$ cat src/rtl/mult_div_unit.sv
// Iterative MIPS-style HI/LO multiply/divide unit: radix-2 shift-add multiply
// and restoring divide on operand magnitudes, with sign correction at the end.
module mult_div_unit #(
  parameter int WIDTH = 32
) (
  input  logic             clk,
  input  logic             rst_n,
  input  logic             start,
  input  logic [5:0]       Funct,
  input  logic [WIDTH-1:0] a,
  input  logic [WIDTH-1:0] b,
  output logic             busy_o,
  output logic             done_o,
  output logic             invalid_o,
  output logic [WIDTH-1:0] hi_o,
  output logic [WIDTH-1:0] lo_o,
  output logic [WIDTH-1:0] result_o
);

  localparam int CW = $clog2(WIDTH) + 1;

  typedef enum logic [1:0] {IDLE, CALC, FIX} state_e;

  state_e           state_q;
  logic [WIDTH-1:0] hi_q, lo_q, result_q;
  logic [WIDTH-1:0] acc_q, acc_d, shreg_q, shreg_d, opnd_q;
  logic [CW-1:0]    cnt_q;
  logic             is_div_q, neg_p_q, neg_r_q, div0_q;
  logic             busy_q, done_q, invalid_q;

  // 0110xx are MULT/MULTU/DIV/DIVU; bit 1 selects divide, bit 0 selects unsigned.
  logic             is_md, op_div, op_signed;
  logic [WIDTH-1:0] a_mag, b_mag;

  assign is_md     = (Funct[5:2] == 4'b0110);
  assign op_div    = Funct[1];
  assign op_signed = ~Funct[0];
  assign a_mag     = (op_signed && a[WIDTH-1]) ? -a : a;
  assign b_mag     = (op_signed && b[WIDTH-1]) ? -b : b;

  // acc holds the upper product half / partial remainder; shreg holds the
  // multiplier / dividend, shifting out as product bits / quotient bits enter.
  logic [WIDTH:0] sum, shifted, trial;

  always_comb begin
    acc_d   = acc_q;
    shreg_d = shreg_q;
    sum     = '0;
    shifted = '0;
    trial   = '0;
    if (is_div_q) begin
      shifted = {acc_q, shreg_q[WIDTH-1]};
      trial   = shifted - {1'b0, opnd_q};
      if (!trial[WIDTH]) begin
        acc_d   = trial[WIDTH-1:0];
        shreg_d = {shreg_q[WIDTH-2:0], 1'b1};
      end else begin
        acc_d   = shifted[WIDTH-1:0];
        shreg_d = {shreg_q[WIDTH-2:0], 1'b0};
      end
    end else begin
      sum     = {1'b0, acc_q} + (shreg_q[0] ? {1'b0, opnd_q} : {(WIDTH+1){1'b0}});
      acc_d   = sum[WIDTH:1];
      shreg_d = {sum[0], shreg_q[WIDTH-1:1]};
    end
  end

  logic [2*WIDTH-1:0] prod, prod_neg;
  assign prod     = {acc_q, shreg_q};
  assign prod_neg = -prod;

  always_ff @(posedge clk or negedge rst_n) begin
    if (!rst_n) begin
      state_q   <= IDLE;
      hi_q      <= '0;
      lo_q      <= '0;
      result_q  <= '0;
      acc_q     <= '0;
      shreg_q   <= '0;
      opnd_q    <= '0;
      cnt_q     <= '0;
      is_div_q  <= 1'b0;
      neg_p_q   <= 1'b0;
      neg_r_q   <= 1'b0;
      div0_q    <= 1'b0;
      busy_q    <= 1'b0;
      done_q    <= 1'b0;
      invalid_q <= 1'b0;
    end else begin
      done_q    <= 1'b0;
      invalid_q <= 1'b0;
      case (state_q)
        IDLE: begin
          if (start) begin
            if (is_md) begin
              busy_q   <= 1'b1;
              cnt_q    <= '0;
              acc_q    <= '0;
              is_div_q <= op_div;
              neg_p_q  <= op_signed && (a[WIDTH-1] ^ b[WIDTH-1]);
              neg_r_q  <= op_signed && a[WIDTH-1];
              opnd_q   <= op_div ? b_mag : a_mag;
              if (op_div && (b == '0)) begin
                div0_q  <= 1'b1;
                shreg_q <= a;
                state_q <= FIX;
              end else begin
                div0_q  <= 1'b0;
                shreg_q <= op_div ? a_mag : b_mag;
                state_q <= CALC;
              end
            end else begin
              case (Funct)
                6'b010000: result_q  <= hi_q;
                6'b010001: hi_q      <= a;
                6'b010010: result_q  <= lo_q;
                6'b010011: lo_q      <= a;
                default:   invalid_q <= 1'b1;
              endcase
            end
          end
        end
        CALC: begin
          acc_q   <= acc_d;
          shreg_q <= shreg_d;
          cnt_q   <= cnt_q + 1'b1;
          if (cnt_q == CW'(WIDTH - 1)) state_q <= FIX;
        end
        FIX: begin
          if (div0_q) begin
            hi_q <= shreg_q;
            lo_q <= '1;
          end else if (is_div_q) begin
            hi_q <= neg_r_q ? -acc_q : acc_q;
            lo_q <= neg_p_q ? -shreg_q : shreg_q;
          end else begin
            {hi_q, lo_q} <= neg_p_q ? prod_neg : prod;
          end
          done_q  <= 1'b1;
          busy_q  <= 1'b0;
          state_q <= IDLE;
        end
        default: state_q <= IDLE;
      endcase
    end
  end

  assign busy_o    = busy_q;
  assign done_o    = done_q;
  assign invalid_o = invalid_q;
  assign hi_o      = hi_q;
  assign lo_o      = lo_q;
  assign result_o  = result_q;

endmodule

$ cat config.mk
export PLATFORM = sky130hd
export DESIGN_NAME = mult_div_unit
export DESIGN_NICKNAME = d
export VERILOG_FILES = /design/src/rtl/mult_div_unit.sv
export SDC_FILE = /design/constraint.sdc
export NUM_CORES = 1
export LEC_CHECK = 0
export ABC_AREA = 1
export CAP_MARGIN = 20
export CORE_MARGIN = 1
export CORE_UTILIZATION = 51
export CTS_BUF_LIST = sky130_fd_sc_hd__clkbuf_8 sky130_fd_sc_hd__clkbuf_16
export CTS_CLUSTER_DIAMETER = 40
export CTS_CLUSTER_SIZE = 24
export DETAILED_ROUTE_END_ITERATION = 7
export PLACE_DENSITY_LB_ADDON = 0.12
export SLEW_MARGIN = 20
export SYNTH_ARGS = -nofsm -noshare
export SYNTH_HDL_FRONTEND = slang
export SYNTH_SLANG_ARGS = --single-unit
export TNS_END_PERCENT = 10
$ cat constraint.sdc
create_clock -name clk -period 2.65 [get_ports clk]
set_input_delay 0.795 -clock clk [delete_from_list [all_inputs] [get_ports clk]]
set_output_delay 0.795 -clock clk [all_outputs]
set_load 0.005 [all_outputs]
-- Word level (Yosys, flattened, before mapping)
Index checks and enable logic that the tools add are counted.
- register bits: 207
- bits of input ports: 73
- output and inout bits: 99
- word-level logic and storage cells: 106
- add/subtract/negate cells: 8
- equality and inequality tests: 14
- muxes and demuxes: 49
- bitwise logic cells: 3
- reductions and logical operators: 17
- operators by type and width (kind ; count):
    32-bit 2-to-1 mux ; 25
    32-bit case mux with 2 select lines ; 5
    32-bit negator ; 4
    64-bit 2-to-1 mux ; 1
    64-bit negator ; 1
    32-bit by 32-bit adder with 33-bit output ; 1
    33-bit by 32-bit subtractor with 33-bit output ; 1
    32-bit logical NOT ; 1
    6-bit by 5-bit equality test with 1-bit output, second input constant ; 5
    6-bit 2-to-1 mux ; 2
    6-bit case mux with 2 select lines ; 1
    3-bit AND reduction ; 4
    4-bit AND reduction ; 3
    1-bit 2-to-1 mux ; 9
    2-bit 2-to-1 mux ; 4
    2-bit inequality test, second input constant ; 4
    6-bit by 1-bit adder with 6-bit output, second input constant ; 1
    2-bit nonzero test ; 3
    4-bit by 3-bit equality test with 1-bit output, second input constant ; 1
    1-bit logical AND ; 4
    2-bit by 1-bit inequality test with 1-bit output, second input constant ; 2
    2-bit case mux with 2 select lines ; 1
    4-bit OR reduction ; 1
    2-bit by 1-bit equality test with 1-bit output, second input constant ; 1
    other kinds (5) ; 6

-- Depth between registers and ports, before layout
Gate-level depths: netlist (run 1).
- depth after elaboration: 8
- mapped depth: 22

-- Worst setup path before layout (run 1)
No wires, ideal clock.
- kind: register to register
- start point: reg shreg_q[0]
- end point: reg acc_q[29]
- setup time: 117 ps
- arrival: 2528 ps
- path slack: 5 ps
- cell stages (with the launch flop): 22
- period minus slack after synthesis: 2645 ps
- path through: dfrtp_1 > buf_2 > clkbuf_1 > nand2_1 > inv_1 > ha_1 > inv_1 > fa_1 > inv_1 > nand2_1 > o21ai_1 > nand2_1 > nand2_1 > nand2_1 > nand2_1 > nand2_1 > nand3_1 > nand3_1 > nand2_1 > inv_1 > nand2_1 > nand2_1
- cells in the longest elaborated chain, start to end: 4
- RTL lines (what ; RTL line ; text):
    start: declaration ; 26 ; logic [WIDTH-1:0] acc_q, acc_d, shreg_q, shreg_d, opnd_q;
    start signal: assignment ; 109 ; shreg_q <= op_div ? a_mag : b_mag;
    start signal: assignment ; 125 ; shreg_q <= shreg_d;
    32-bit 2-to-1 mux ; 62 ; sum = {1'b0, acc_q} + (shreg_q[0] ? {1'b0, opnd_q} : {(WIDTH+1){1'b0}});
    32-bit by 32-bit adder with 33-bit output ; 62 ;
    32-bit 2-to-1 mux ; 51 ; if (is_div_q) begin
    32-bit case mux with 2 select lines ; 92 ; case (state_q)
    end signal: assignment ; 78 ; acc_q <= '0;
    end signal: assignment ; 98 ; acc_q <= '0;
    end signal: assignment ; 124 ; acc_q <= acc_d;
    end: declaration ; 26 ;
No other way between the ends.
A chain may end at the register's enable or synchronous reset.

-- Worst setup path after layout (run 1)
- start point: reg opnd_q[6]
- end point: reg acc_q[10]
- cells in the longest elaborated chain, start to end: 4
- elaborated cells between the ends (all ways): 6
- classes of those cells: 2 x add/sub; 4 x mux
- RTL lines (what ; RTL line ; text):
    start: declaration ; 26 ;
    start signal: assignment ; 102 ; opnd_q <= op_div ? b_mag : a_mag;
    33-bit by 32-bit subtractor with 33-bit output or 32-bit 2-to-1 mux (tied branches) ; 53, 62 ;
    32-bit 2-to-1 mux or 32-bit by 32-bit adder with 33-bit output (tied branches) ; 54, 62 ;
    32-bit 2-to-1 mux (*) ; 51 ;
    32-bit case mux with 2 select lines (*) ; 92 ;
Every way passes the cells marked *; elsewhere a longest branch is shown, timed or not.

==> results of run 1 <==
[placed cells by master, fill, tap and decap left out, drive strengths merged, types with 2 or more instances in the layout]
cell type	synthesis	layout
xor2	37	37
and2	2	2
o21ai	253	253
a21oi	270	270
or2	4	4
ha	69	69
a22oi	6	6
o21bai	9	9
clkinvlp	0	2
clkdlybuf4s50	0	170
nand2	1133	1133
xnor2	13	13
fa	2	2
a31oi	11	11
a211o	8	8
inv	472	484
o211ai	25	25
nand3	318	318
nor3	25	25
clkbuf	67	41
nor2	530	530
nand3b	16	16
clkinv	2	11
o221ai	8	8
o31ai	6	6
nand4	40	40
dfrtp	207	207
a221oi	2	2
buf	61	418
bufinv	0	2
nor4	7	7
[critical path, cell delays in order, from the launching register on]
cell and delay [ns]:
dfrtp_1 0.43, inv_1 0.13, ha_1 0.36, nand2_1 0.19, inv_1 0.06, a21oi_1 0.18, nand2_2 0.12, nand2_1 0.09
nand2_2 0.09, nand2_4 0.11, nand2_2 0.08, nand2_1 0.11, nand2_4 0.12, buf_12 0.16, nand2_1 0.05, nand3_1 0.14
nand2_1 0.10, nand2_1 0.07
[layout make-up]
| class | count | share of cell area (%) |
|---|---|---|
| tap | 525 | 2.39 |
| timing repair buffer | 590 | 18.6 |
| sequential | 207 | 18.9 |
| clock buffer | 39 | 3.47 |
| multi-input combinational | 2800 | 49.0 |
| inverter | 474 | 6.48 |
| clock inverter | 25 | 1.09 |
[cells by family (layout without fill, tap and decap cells)]
group / after synthesis / count (layout) / synth area share [%]
adders and majority gates: 71 / 71 / 4.37
AOI/OAI and AO/OA: 604 / 604 / 15.7
and+or+nand+nor: 2075 / 2075 / 41.4
buffers and inverters: 602 / 1128 / 11.4
xor gates and xnor gates: 50 / 50 / 2.12
DFF: 207 / 207 / 25.0
[flip-flops by register name, summed over array words and instances, names as in the netlist, 2 cells and up]
| signal | flops |
|---|---|
| acc_q | 32 |
| cnt_q | 6 |
| hi_o | 32 |
| lo_o | 32 |
| opnd_q | 32 |
| result_o | 32 |
| shreg_q | 32 |
| state_q | 2 |
[layer usage]
layer | share of wire [%] | vias up | global-route usage, %
li1 | - | 12600 | -
met1 | 37 | 12800 | 60.8
met2 | 41 | 2095 | 71.6
met3 | 13 | 447 | 13.0
met4 | 7.9 | 2 | 30.3
met5 | 0.0089 | - | 0
[worst paths after layout]
| path | slack [ns] | end | startpoint |
|---|---|---|---|
| worst max-delay path | -0.03 | acc_q[10] | opnd_q[6] |
| worst min-delay path | 0.16 | result_o[2] | rst_n |
| worst max register to register | -0.03 | acc_q[10] | opnd_q[6] |
| worst min register to register | 0.48 | result_o[0] | result_o[0] |
| max in group asynchronous | 1.58 | opnd_q[14] | rst_n |
| min in group clk | 0.48 | result_o[0] | result_o[0] |
[power breakdown]
part	leakage, nW	switching, mW	internal (mW)
clock network	0.613	1.98	2.91
registers	2.42	2.20	4.74
logic	11.2	14.6	8.79
[timing repair]
action,CTS,global route
endpoints found under the hold margin,0,0
cloned,0,2
buffers inserted,0,6
endpoints found under the setup margin,7,49
hold buffers,0,0
pin swaps,0,7
gates resized for setup,2,95
==> results_dict.tcl, run 1 <==
set metrics [dict create \
    slew_violations 0 \
    p_per_area_nw_per_um2 1280 \
    status "complete, but fails checks" \
    ys_ff_latch 207 \
    cts_sinks 207 \
    drv_cap 0 \
    setup-tns-final_ns -0.0836 \
    peakVddDrop_mv 0.958 \
    cp-end-kind "flop" \
    drive_gt1_share_pct 14.9 \
    relSlewSlack_pct 39.2 \
    coreArea_um2 39800 \
    placed_cell_area_um2 25800 \
    required_ns 3.07 \
    grtUsageTotal_pct 47.8 \
    multi_input_area_um2 13500 \
    r2r_cells 17 \
    seq_area_um2 5190 \
    cp_max_fo 9 \
    failed_checks "negative setup slack" \
    antenna_found_initial 1 \
    leakage_nw 14.2 \
    finalPower_mw 35.2 \
    cts_buffers 35 \
    dieHeight_um 203 \
    syn_nets 3753 \
    fin_nets 4252 \
    insertion_delay_ns 0.55 \
    ys_top_cells_by_area "dfrtp_1 (25%), nand2_1 (20%), nor2_1 (9.4%)" \
    synth_area_leader_cell "dfrtp_1" \
    fmax_ghz 0.372 \
    detail_route.first_pass.iterations 7 \
    dp_cells 4588 \
    routed_wl_um 101000 \
    utilization_pct 69.0 \
    synth_most_common_cell "nand2_1" \
    timing_worst_setup_path_type "flop to flop" \
    hold_violations 0 \
    grt_pass1_vias 26000 \
    viasPerCell 6.00 \
    num_rows 73 \
    design_area_um2 27500 \
    startpoint_type "flop" \
    gp_congestion 1.14 \
    hold_slack_ns 0.162 \
    routedWlPerCell_um 21.7 \
    dp_hpwl_um 80800 \
    dominantRegCellSynth "dfrtp_1" \
    ys_seq_area_share_pct 25.0 \
    io_buffers 171 \
    fp.dieW_um 203 \
    ys_top_cells_by_count "nand2_1 (1,124), nor2_1 (519), inv_1 (459)" \
    synth_cell_type_count 50 \
    rsz0062_at_grt "yes" \
    clk_pin_slew_worst_paths_ns 0.06 \
    skew_ns 0.0308 \
    grt.overflow.total 0 \
    pin_count 172 \
    tightestPinTransition_ns 0.913 \
    hold_path_class "input pin to async pin" \
    setup_slack_ns -0.0349 \
    fillers 3494 \
    drc 0 \
    synth_edf_count 0 \
    crit_arrival_ns 3.11 \
    finalSetupViolations 5 \
    post-route-period-util_pct 101 \
    root_buffer "clkbuf_16" \
    synthArstFlopShare_pct 100 \
    grt_max_degree 62 \
    stdcell_count 4660 \
    syn_area_per_cell_um2 5.73 \
    area_growth_pct 32.8 \
    period_minus_slack_ns 2.68 \
    dieArea_um2 41400 \
    synth_top_cell_area_share_pct 25.0 \
    initial_core_util_pct 51.9 \
    syn_inst 3609 \
    htree_levels 2 \
    ys_warn_count 0 \
    detailedPlace.worstSlack_ns -0.409 \
    antenna_cells 0 \
    cts_max_path_buffers 3 \
    ant_nets 0 \
    cts_tree "built" \
    vias 28000 \
    grt_pass1_wl_um 151000 \
    drtIter0Drc 3856 \
    syn_area_um2 20700 \
]
Power figures use the tool's default switching activity.
==> inputs of run 2 (changes only) <==
--- a/config.mk
+++ b/config.mk
@@ -6,7 +6,6 @@
 export NUM_CORES = 1
 export LEC_CHECK = 0
 export ABC_AREA = 1
-export CAP_MARGIN = 20
 export CORE_MARGIN = 1
 export CORE_UTILIZATION = 51
 export CTS_BUF_LIST = sky130_fd_sc_hd__clkbuf_8 sky130_fd_sc_hd__clkbuf_16
==> results of run 2 <==
Same layout as run 1: the final DEF is identical, and so are final timing and power.
